File: src/rtl/uart_rx_deframer.sv
// UART receive deframer: RXD synchroniser, start-bit validation, mid-bit sampling of 5..8 data bits,
// optional parity and one stop bit, delivered over valid/ready. Build macro: UART_RX_MAJORITY_EN.
module uart_rx_deframer #(
    parameter int DIV_W       = 16,
    parameter int SYNC_STAGES = 2
) (
    input  logic             PCLK,
    input  logic             PRESET,
    input  logic             rxd_i,
    input  logic [DIV_W-1:0] divisor,
    input  logic [1:0]       lcr_wls,
    input  logic             lcr_pen,
    input  logic             lcr_eps,
    output logic [7:0]       rx_data,
    output logic             rx_pe,
    output logic             rx_fe,
    output logic             rx_bi,
    output logic             rx_valid,
    input  logic             rx_ready,
    output logic             rx_oe,
    output logic             rx_busy
);
    typedef enum logic [2:0] {S_IDLE, S_START, S_DATA, S_PARITY, S_STOP} state_t;

    logic [SYNC_STAGES-1:0] r_sync;
    logic                   r_rxd_prev;
    state_t                 r_state;
    logic [DIV_W-1:0]       r_cnt;
    logic [DIV_W-1:0]       r_div;
    logic [1:0]             r_wls;
    logic                   r_pen;
    logic                   r_eps;
    logic [2:0]             r_bitcnt;
    logic [7:0]             r_shift;
    logic                   r_par;
    logic                   r_pe;
    logic                   r_done;
    logic [7:0]             r_done_data;
    logic                   r_done_pe;
    logic                   r_done_fe;
    logic                   r_done_bi;

    logic                   w_rxd;
    logic                   w_edge;
    logic                   w_take;
    logic                   w_bit;
    logic                   w_cnt_wrap;
    logic [DIV_W-1:0]       w_mid;

    assign w_rxd      = r_sync[SYNC_STAGES-1];
    assign w_edge     = r_rxd_prev & ~w_rxd;
    assign w_mid      = r_div >> 1;
    assign w_cnt_wrap = (r_cnt == r_div - DIV_W'(1));

    // NOTE: reset is synchronous, so it is sampled inside the clocked block like any other input.
    always_ff @(posedge PCLK) begin
        if (PRESET) begin
            r_sync     <= '1;
            r_rxd_prev <= 1'b1;
        end else begin
            r_sync     <= {r_sync[SYNC_STAGES-2:0], rxd_i};
            r_rxd_prev <= w_rxd;
        end
    end

`ifdef UART_RX_MAJORITY_EN
    logic r_s_early;
    logic r_s_mid;

    always_ff @(posedge PCLK) begin
        if (PRESET) begin
            r_s_early <= 1'b1;
            r_s_mid   <= 1'b1;
        end else begin
            if (r_cnt == w_mid - DIV_W'(1)) r_s_early <= w_rxd;
            if (r_cnt == w_mid)             r_s_mid   <= w_rxd;
        end
    end

    // Decision one cycle after mid, once all three samples are available.
    assign w_take = (r_state != S_IDLE) && (r_cnt == w_mid + DIV_W'(1));
    assign w_bit  = (r_s_early & r_s_mid) | (r_s_early & w_rxd) | (r_s_mid & w_rxd);
`else
    assign w_take = (r_state != S_IDLE) && (r_cnt == w_mid);
    assign w_bit  = w_rxd;
`endif

    // NOTE: all state updates use non-blocking assignment so every register sees pre-edge values.
    always_ff @(posedge PCLK) begin
        if (PRESET) begin
            r_state     <= S_IDLE;
            r_cnt       <= '0;
            r_div       <= '0;
            r_wls       <= '0;
            r_pen       <= 1'b0;
            r_eps       <= 1'b0;
            r_bitcnt    <= '0;
            r_shift     <= '0;
            r_par       <= 1'b0;
            r_pe        <= 1'b0;
            r_done      <= 1'b0;
            r_done_data <= '0;
            r_done_pe   <= 1'b0;
            r_done_fe   <= 1'b0;
            r_done_bi   <= 1'b0;
            rx_busy     <= 1'b0;
        end else begin
            r_done <= 1'b0;
            if (r_state != S_IDLE) r_cnt <= w_cnt_wrap ? '0 : r_cnt + DIV_W'(1);
            case (r_state)
                S_IDLE: begin
                    if (w_edge && (divisor >= DIV_W'(4))) begin
                        r_state  <= S_START;
                        r_cnt    <= '0;
                        r_bitcnt <= '0;
                        r_shift  <= '0;
                        r_par    <= 1'b0;
                        r_pe     <= 1'b0;
                        r_div    <= divisor;
                        r_wls    <= lcr_wls;
                        r_pen    <= lcr_pen;
                        r_eps    <= lcr_eps;
                        rx_busy  <= 1'b1;
                    end
                end
                S_START: begin
                    if (w_take) begin
                        r_state <= w_bit ? S_IDLE : S_DATA;
                        rx_busy <= ~w_bit;
                    end
                end
                S_DATA: begin
                    if (w_take) begin
                        r_shift[r_bitcnt] <= w_bit;
                        r_bitcnt          <= r_bitcnt + 3'd1;
                        if (r_bitcnt == {1'b0, r_wls} + 3'd4) r_state <= r_pen ? S_PARITY : S_STOP;
                    end
                end
                S_PARITY: begin
                    if (w_take) begin
                        r_par   <= w_bit;
                        r_pe    <= (^r_shift ^ w_bit) != ~r_eps;
                        r_state <= S_STOP;
                    end
                end
                S_STOP: begin
                    // Back to IDLE on the stop sample so an immediately following start edge is seen.
                    if (w_take) begin
                        r_done      <= 1'b1;
                        r_done_data <= r_shift;
                        r_done_pe   <= r_pe;
                        r_done_fe   <= ~w_bit;
                        r_done_bi   <= ~w_bit & (r_shift == 8'h00) & (~r_pen | ~r_par);
                        r_state     <= S_IDLE;
                        rx_busy     <= 1'b0;
                    end
                end
                default: begin
                    r_state <= S_IDLE;
                    rx_busy <= 1'b0;
                end
            endcase
        end
    end

    always_ff @(posedge PCLK) begin
        if (PRESET) begin
            rx_data  <= '0;
            rx_pe    <= 1'b0;
            rx_fe    <= 1'b0;
            rx_bi    <= 1'b0;
            rx_valid <= 1'b0;
            rx_oe    <= 1'b0;
        end else begin
            rx_oe <= 1'b0;
            if (r_done && (!rx_valid || rx_ready)) begin
                rx_data  <= r_done_data;
                rx_pe    <= r_done_pe;
                rx_fe    <= r_done_fe;
                rx_bi    <= r_done_bi;
                rx_valid <= 1'b1;
            end else begin
                // A finished frame with the output still occupied is dropped.
                if (r_done) rx_oe <= 1'b1;
                if (rx_valid && rx_ready) rx_valid <= 1'b0;
            end
        end
    end

endmodule

File: config.mk
export PLATFORM = sky130hd
export DESIGN_NAME = uart_rx_deframer
export DESIGN_NICKNAME = d
export VERILOG_FILES = /design/src/rtl/uart_rx_deframer.sv
export SDC_FILE = /design/constraint.sdc
export NUM_CORES = 1
export LEC_CHECK = 0
export CAP_MARGIN = 40
export CORE_MARGIN = 2
export CORE_UTILIZATION = 40
export DETAILED_ROUTE_END_ITERATION = 8
export PLACE_DENSITY_LB_ADDON = 0.1
export SYNTH_ARGS = -nofsm -noshare
export SYNTH_HDL_FRONTEND = slang
export SYNTH_SLANG_ARGS = --single-unit
File: constraint.sdc
create_clock -name PCLK -period 3.2 [get_ports PCLK]
set_clock_uncertainty 0.2 [all_clocks]
set_input_delay 0.96 -clock PCLK [delete_from_list [all_inputs] [get_ports PCLK]]
set_output_delay 0.96 -clock PCLK [all_outputs]
set_load 0.02 [all_outputs]
* After elaboration in Yosys (flattened, before gate mapping) *
Index checks and enable logic that the tools add are counted.

operators by class
  add/sub/neg operators = 4
  multipliers = 0
  div/mod/pow operators = 0
  order comparisons = 3
  equal/unequal tests = 14
  shifts and indexed selects = 0
  multiplexer cells = 35
  bitwise operators = 11
  reduce and logical (&&, ||, !) cells = 23

operator list
  cell                                                                number
  2-to-1 mux 16 bit                                                   4
  2-to-1 mux 3 bit                                                    9
  adder 16 x 1 -> 16 bit, second input constant                       1
  == test 16 x 15 -> 1 bit                                            1
  == test 16 bit                                                      1
  greater-or-equal comparator 16 x 3 -> 1 bit, second input constant  1
  2-to-1 mux 8 bit                                                    2
  one-hot mux 8 bit (2 select lines)                                  1
  subtractor 16 x 1 -> 16 bit, second input constant                  1
  one-hot mux 3 bit (5 select lines)                                  1
  != test 2 bit, second input constant                                6
  2-to-1 mux 1 bit                                                    11
  bitwise mux 8 bit                                                   1
  zero test 8 bit                                                     1
  XOR reduction 8 bit                                                 1
  == test 3 x 2 -> 1 bit, second input constant                       2
  inverter 1 bit                                                      6
  one-hot mux 3 bit (2 select lines)                                  1
  AND reduction 3 bit                                                 2
  AND reduction 6 bit                                                 1
  nonzero test 2 bit                                                  3
  OR reduction 2 bit                                                  3
  logical AND 1 bit                                                   5
  < comparator 3 x 4 -> 1 bit, second input constant                  1
  20 further kinds                                                    24

storage, ports and cells
  flip-flop bits (word level) = 81
  latch bits = 0
  memory bits (writable) = 0
  memory bits (read-only) = 0
  bits of input ports = 24
  output and inout bits = 14
  logic and storage cells = 114
  memories kept = 0

* Depth between registers and ports, before layout *
  depth in word-level cells = 7
  mapped depth = 11
  mapped depth without buffers = 9

* Worst setup path before layout *
OpenSTA, ideal clock, no wires.

  path type = input to register
  from = in divisor[11]
  to = reg r_cnt[10]
  setup time = 0.074 ns
  arrival = 2.393 ns
  required time = 2.926 ns
  slack = 0.533 ns
  cell stages on the path = 8
  buffers on the path = 2
  path through = nor4_1 -> nand4_1 -> nand3b_1 -> or2_2 -> clkbuf_1 -> nand2b_1 -> clkbuf_1 -> nor3_2

between the ends
  word-level cells in the longest chain between the ends = 4

ends and longest elaborated chain
  element                                      line  text
  start: declaration                           10    input logic [DIV_W-1:0] divisor,
  greater-or-equal comparator 16 x 3 -> 1 bit  112   if (w_edge && (divisor >= DIV_W'(4))) begin
  logical AND 1 bit                            112
  2-to-1 mux 16 bit                            112
  2-to-1 mux 16 bit                            110   case (r_state)
  end signal: assignment                       109   if (r_state != S_IDLE) r_cnt <= w_cnt_wrap ? '0 : r_cnt + DIV_W'(1);
  end: declaration                             28    logic [DIV_W-1:0] r_cnt;

Every way passes these cells.
A chain may end at the register's enable or synchronous reset.

* Worst setup path in the final report *
  from = reg r_div[7]
  to = reg r_shift[5]

between the ends
  word-level cells in the longest chain between the ends = 4

ends and longest elaborated chain
  element                         line  text
  start: declaration              29    logic [DIV_W-1:0] r_div;
  start signal: assignment        119   r_div <= divisor;
  == test 16 x 15 -> 1 bit        84    assign w_take = (r_state != S_IDLE) && (r_cnt == w_mid);
  logical AND 1 bit               84
  != test 2 bit (no line)         --
  AND reduction 3 bit (no line)   --
  end signal: indexed assignment  134   r_shift[r_bitcnt] <= w_bit;
  end: declaration                34    logic [7:0] r_shift;

Every way passes these cells.

==> impl_results.md <==
- Post-DP HPWL: 7890 microns
- Initial antenna violation count: 0
- DIE AREA: 0.0117 sq mm
- Cells after synthesis: 521
- H-tree depth: 3
- Post-route minimum period: 2.87 ns
- Power Density: 442 mW/mm^2
- CP max FO: 10
- Die width: 108 microns
- RR Endpoint: r_shift[5]$_SDFFE_PP0P_
- DR vias/cell: 5.22
- WP data required: 3.31 ns
- Worst slew margin: 59.5%
- Number of global-route vias before repair: 3474
- Initial core utilization: 40.6%
- Postcts setup bufs: 0
- Buf/Inv on CP: 0
- Reg2reg path depth: 7
- Core box area: 0.0107 sq mm
- ANT nets after route: 0
- Final #Nets: 581
- Hold_ws: 0.215 ns
- Final setup vio count: 0
- Critical-path cell list: xor2_1 -> nor4_1 -> nand3_1 -> or2_1 -> nor4_2 -> and3b_1 -> a32o_1
- Hold buffers post-CTS: 0
- Pre-antenna DRT Iters: 4
- Ys async rst share: 0%
- # IOs: 38
- Post-Syn Area: 0.00436 sq mm
- Max_cap viols: 0
- Clock sinks: 81
- Fin crit share: 89.5%
- Max Fclk: 349 MHz
- Crit Path Category: reg -> reg
- EDFF count, synth: 0
- Slowest stage delay, CP: 0.54 ns
- Layout Area Growth over Synthesis: 16.6%
- Sequential element share of the synthesized area: 37.2%
- ANT cells: 0
- Clk pin slew, worst setup/hold paths: 0.10 ns
- Largest net degree at the start of global routing: 29
- Average size of a mapped cell: 8.36 sq um
- Grt total ovfl: 0
- Post-CTS sizing: 0
- Crit path launch type: flip-flop
- Final WL: 10500 microns
- Post-Syn Nets: 552
- GPL Wtd Cong: 0.832
- Worst hold path cell count: 1
- #FFs+latches synth: 81
- Die Ht: 108 microns
- CP arrival: 2.97 ns
- Hold path startpoint: r_sync[0]$_SDFF_PP1_
- YS warnings: 0
- First-pass GRT wire length: 17400 microns
- Global router's overall resource usage: 19.1%
- Critical Path Slowest Stage Cell: dfxtp_1
- Worst-Margin Slew: 0.602 ns
- Root buf cell: clkbuf_8
- R2r setup slk: 0.33 ns
- Hold EP: r_sync[1]$_SDFF_PP1_
- Setup crit end kind: flip-flop
- DRC viols: 0
- DR vias: 3629
- RR Startpoint: r_div[7]$_SDFFE_PP0P_
- Worst hold-check path type: reg -> reg
- Status: finished clean
- Slew Limit Fails: 0
- CTS tree: built
- # rows: 38
- PortBufs: 37
- DR WL/cell: 15.1 microns
- CTS Buf Count: 9
- Final Hold Viols: 0
- Cell variety after synth: 62
- RSZ-0062 raised after global routing: no
- Crit path max-delay family: simple AND/OR/NAND/NOR gates
- Worst vdd ir: 0.241 mV
- Ys flop type: dfxtp_1
- Fill count: 1099
- Core Util, Final: 47.3%
- Share of layout cells above drive strength 1: 11.0%
- Clk_lat worst skew: 0.36 ns
- CTS Buffer Depth: 2
- 1st-iter DRT viols: 182
- Static Leak: 1.98 nW
## cells in the final DEF, fill, tap and decap left out, types with 3 or more instances in the layout
master / n
a211oi_1: 3
a21oi_1: 36
a32o_1: 8
and2_1: 3
and3_1: 5
and4_1: 3
buf_4: 20
clkbuf_8: 9
clkdlybuf4s50_1: 36
dfxtp_1: 81
ha_1: 7
inv_1: 22
mux2i_1: 24
nand2_1: 64
nand3_1: 18
nand4_1: 11
nor2_1: 46
nor2b_1: 9
nor3_1: 13
nor3_2: 10
nor4_1: 7
o21ai_0: 9
or2_2: 4
or3_1: 3
xnor2_1: 17
xor2_1: 32
## worst max-delay path by stage
stage                           from                 endpoint  slack (ns)  cells past startpoint
2_1_floorplan            divisor[11]     r_cnt[10]$_SDFF_PP0_        0.53                      8
3_3_place_gp              divisor[7]  r_shift[0]$_SDFFE_PP0P_       -0.01                      9
3_5_place_dp             divisor[11]  r_shift[5]$_SDFFE_PP0P_       -0.08                      9
4_1_cts                  divisor[11]  r_shift[5]$_SDFFE_PP0P_        0.31                      9
5_1_grt        r_div[7]$_SDFFE_PP0P_  r_shift[1]$_SDFFE_PP0P_        0.12                      7
6_report       r_div[7]$_SDFFE_PP0P_  r_shift[5]$_SDFFE_PP0P_        0.33                      7
## through the flow
| stage | power [W] | area, sq um | std cells | setup slack (ns) | TNS [ns] |
|---|---|---|---|---|---|
| finish | 0.00225 | 5080 | 695 | 0.335 | 0 |
| global route | 0.00237 | 5080 | 695 | 0.116 | 0 |
| CTS | 0.00228 | 5080 | 695 | 0.314 | 0 |
| detailed placement | 0.00150 | 4880 | 679 | -0.0835 | -1.14 |
| global placement | 0.00149 | 4880 | 679 | -0.0113 | -0.0835 |
| floorplan | 0.00137 | 4360 | 521 | 0.533 | 0 |
## power by group
group	switching, W	internal (W)	total, W
sequential	0.0000397	0.00103	0.00107
combinational	0.000225	0.000175	0.000400
clock	0.000401	0.000372	0.000773
total	0.000666	0.00158	0.00225
## layer usage
layer / wire (microns) / vias up / part of all wire, % / track usage (%)
li1: - / 1859 / - / -
met1: 5150 / 1713 / 49 / 25.7
met2: 4930 / 49 / 47 / 30.6
met3: 280 / 8 / 2.7 / 3.98
met4: 141 / 0 / 1.3 / 6.32
met5: 0 / - / 0 / 0
## state kept, by name, indices dropped and copies added (netlist names), 2 cells and up
signal,flops
r_done_data,8
rx_data,8
r_shift,8
r_bitcnt,3
r_cnt,16
r_wls,2
r_state,3
r_sync,2
r_div,16
## area by class of cell
cell class	instances	area (sq um)	area share, %
multi-input cells	378	2460	48.5
repair buffers	58	536	10.5
inverters	22	82.6	1.63
clock inverters	6	73.8	1.45
well taps	140	175	3.45
flip-flops and latches	81	1620	31.9
clock buffers	10	128	2.51
## cells in the mapped netlist (all sizes together) (3+ instances only)
| master | number | share of area, % |
|---|---|---|
| or3 | 3 | 0.43 |
| dfxtp | 81 | 37 |
| ha | 7 | 2.0 |
| o21ai | 10 | 1.1 |
| clkbuf | 30 | 2.6 |
| or2 | 7 | 1.0 |
| nand4 | 11 | 1.6 |
| a32o | 8 | 1.8 |
| xnor2 | 17 | 3.4 |
| buf | 10 | 1.8 |
| nand3 | 19 | 2.3 |
| a211oi | 3 | 0.52 |
| nor4 | 11 | 2.6 |
| nor2b | 9 | 1.3 |
| inv | 22 | 1.9 |
| nand2 | 64 | 5.5 |
| and4 | 3 | 0.60 |
| xor2 | 32 | 6.4 |
| nor2 | 46 | 4.0 |
| a21oi | 36 | 4.1 |
| a31oi | 3 | 0.57 |
| nor3 | 23 | 3.8 |
| and3 | 5 | 0.72 |
| and2 | 3 | 0.43 |
| mux2i | 24 | 5.5 |
## logic make-up (layout without fill, tap and decap cells)
kind of cell,count (synthesis),count (layout),synth area share [%]
muxes,25,25,5.77
and+or+nand+nor,218,218,27.0
xor gates and xnor gates,49,49,9.85
buffers and inverters,62,96,6.26
DFF,81,81,37.2
AOI/OAI and AO/OA,79,79,11.9
adders and majority gates,7,7,2.01
(Power assumes the default switching activity.)
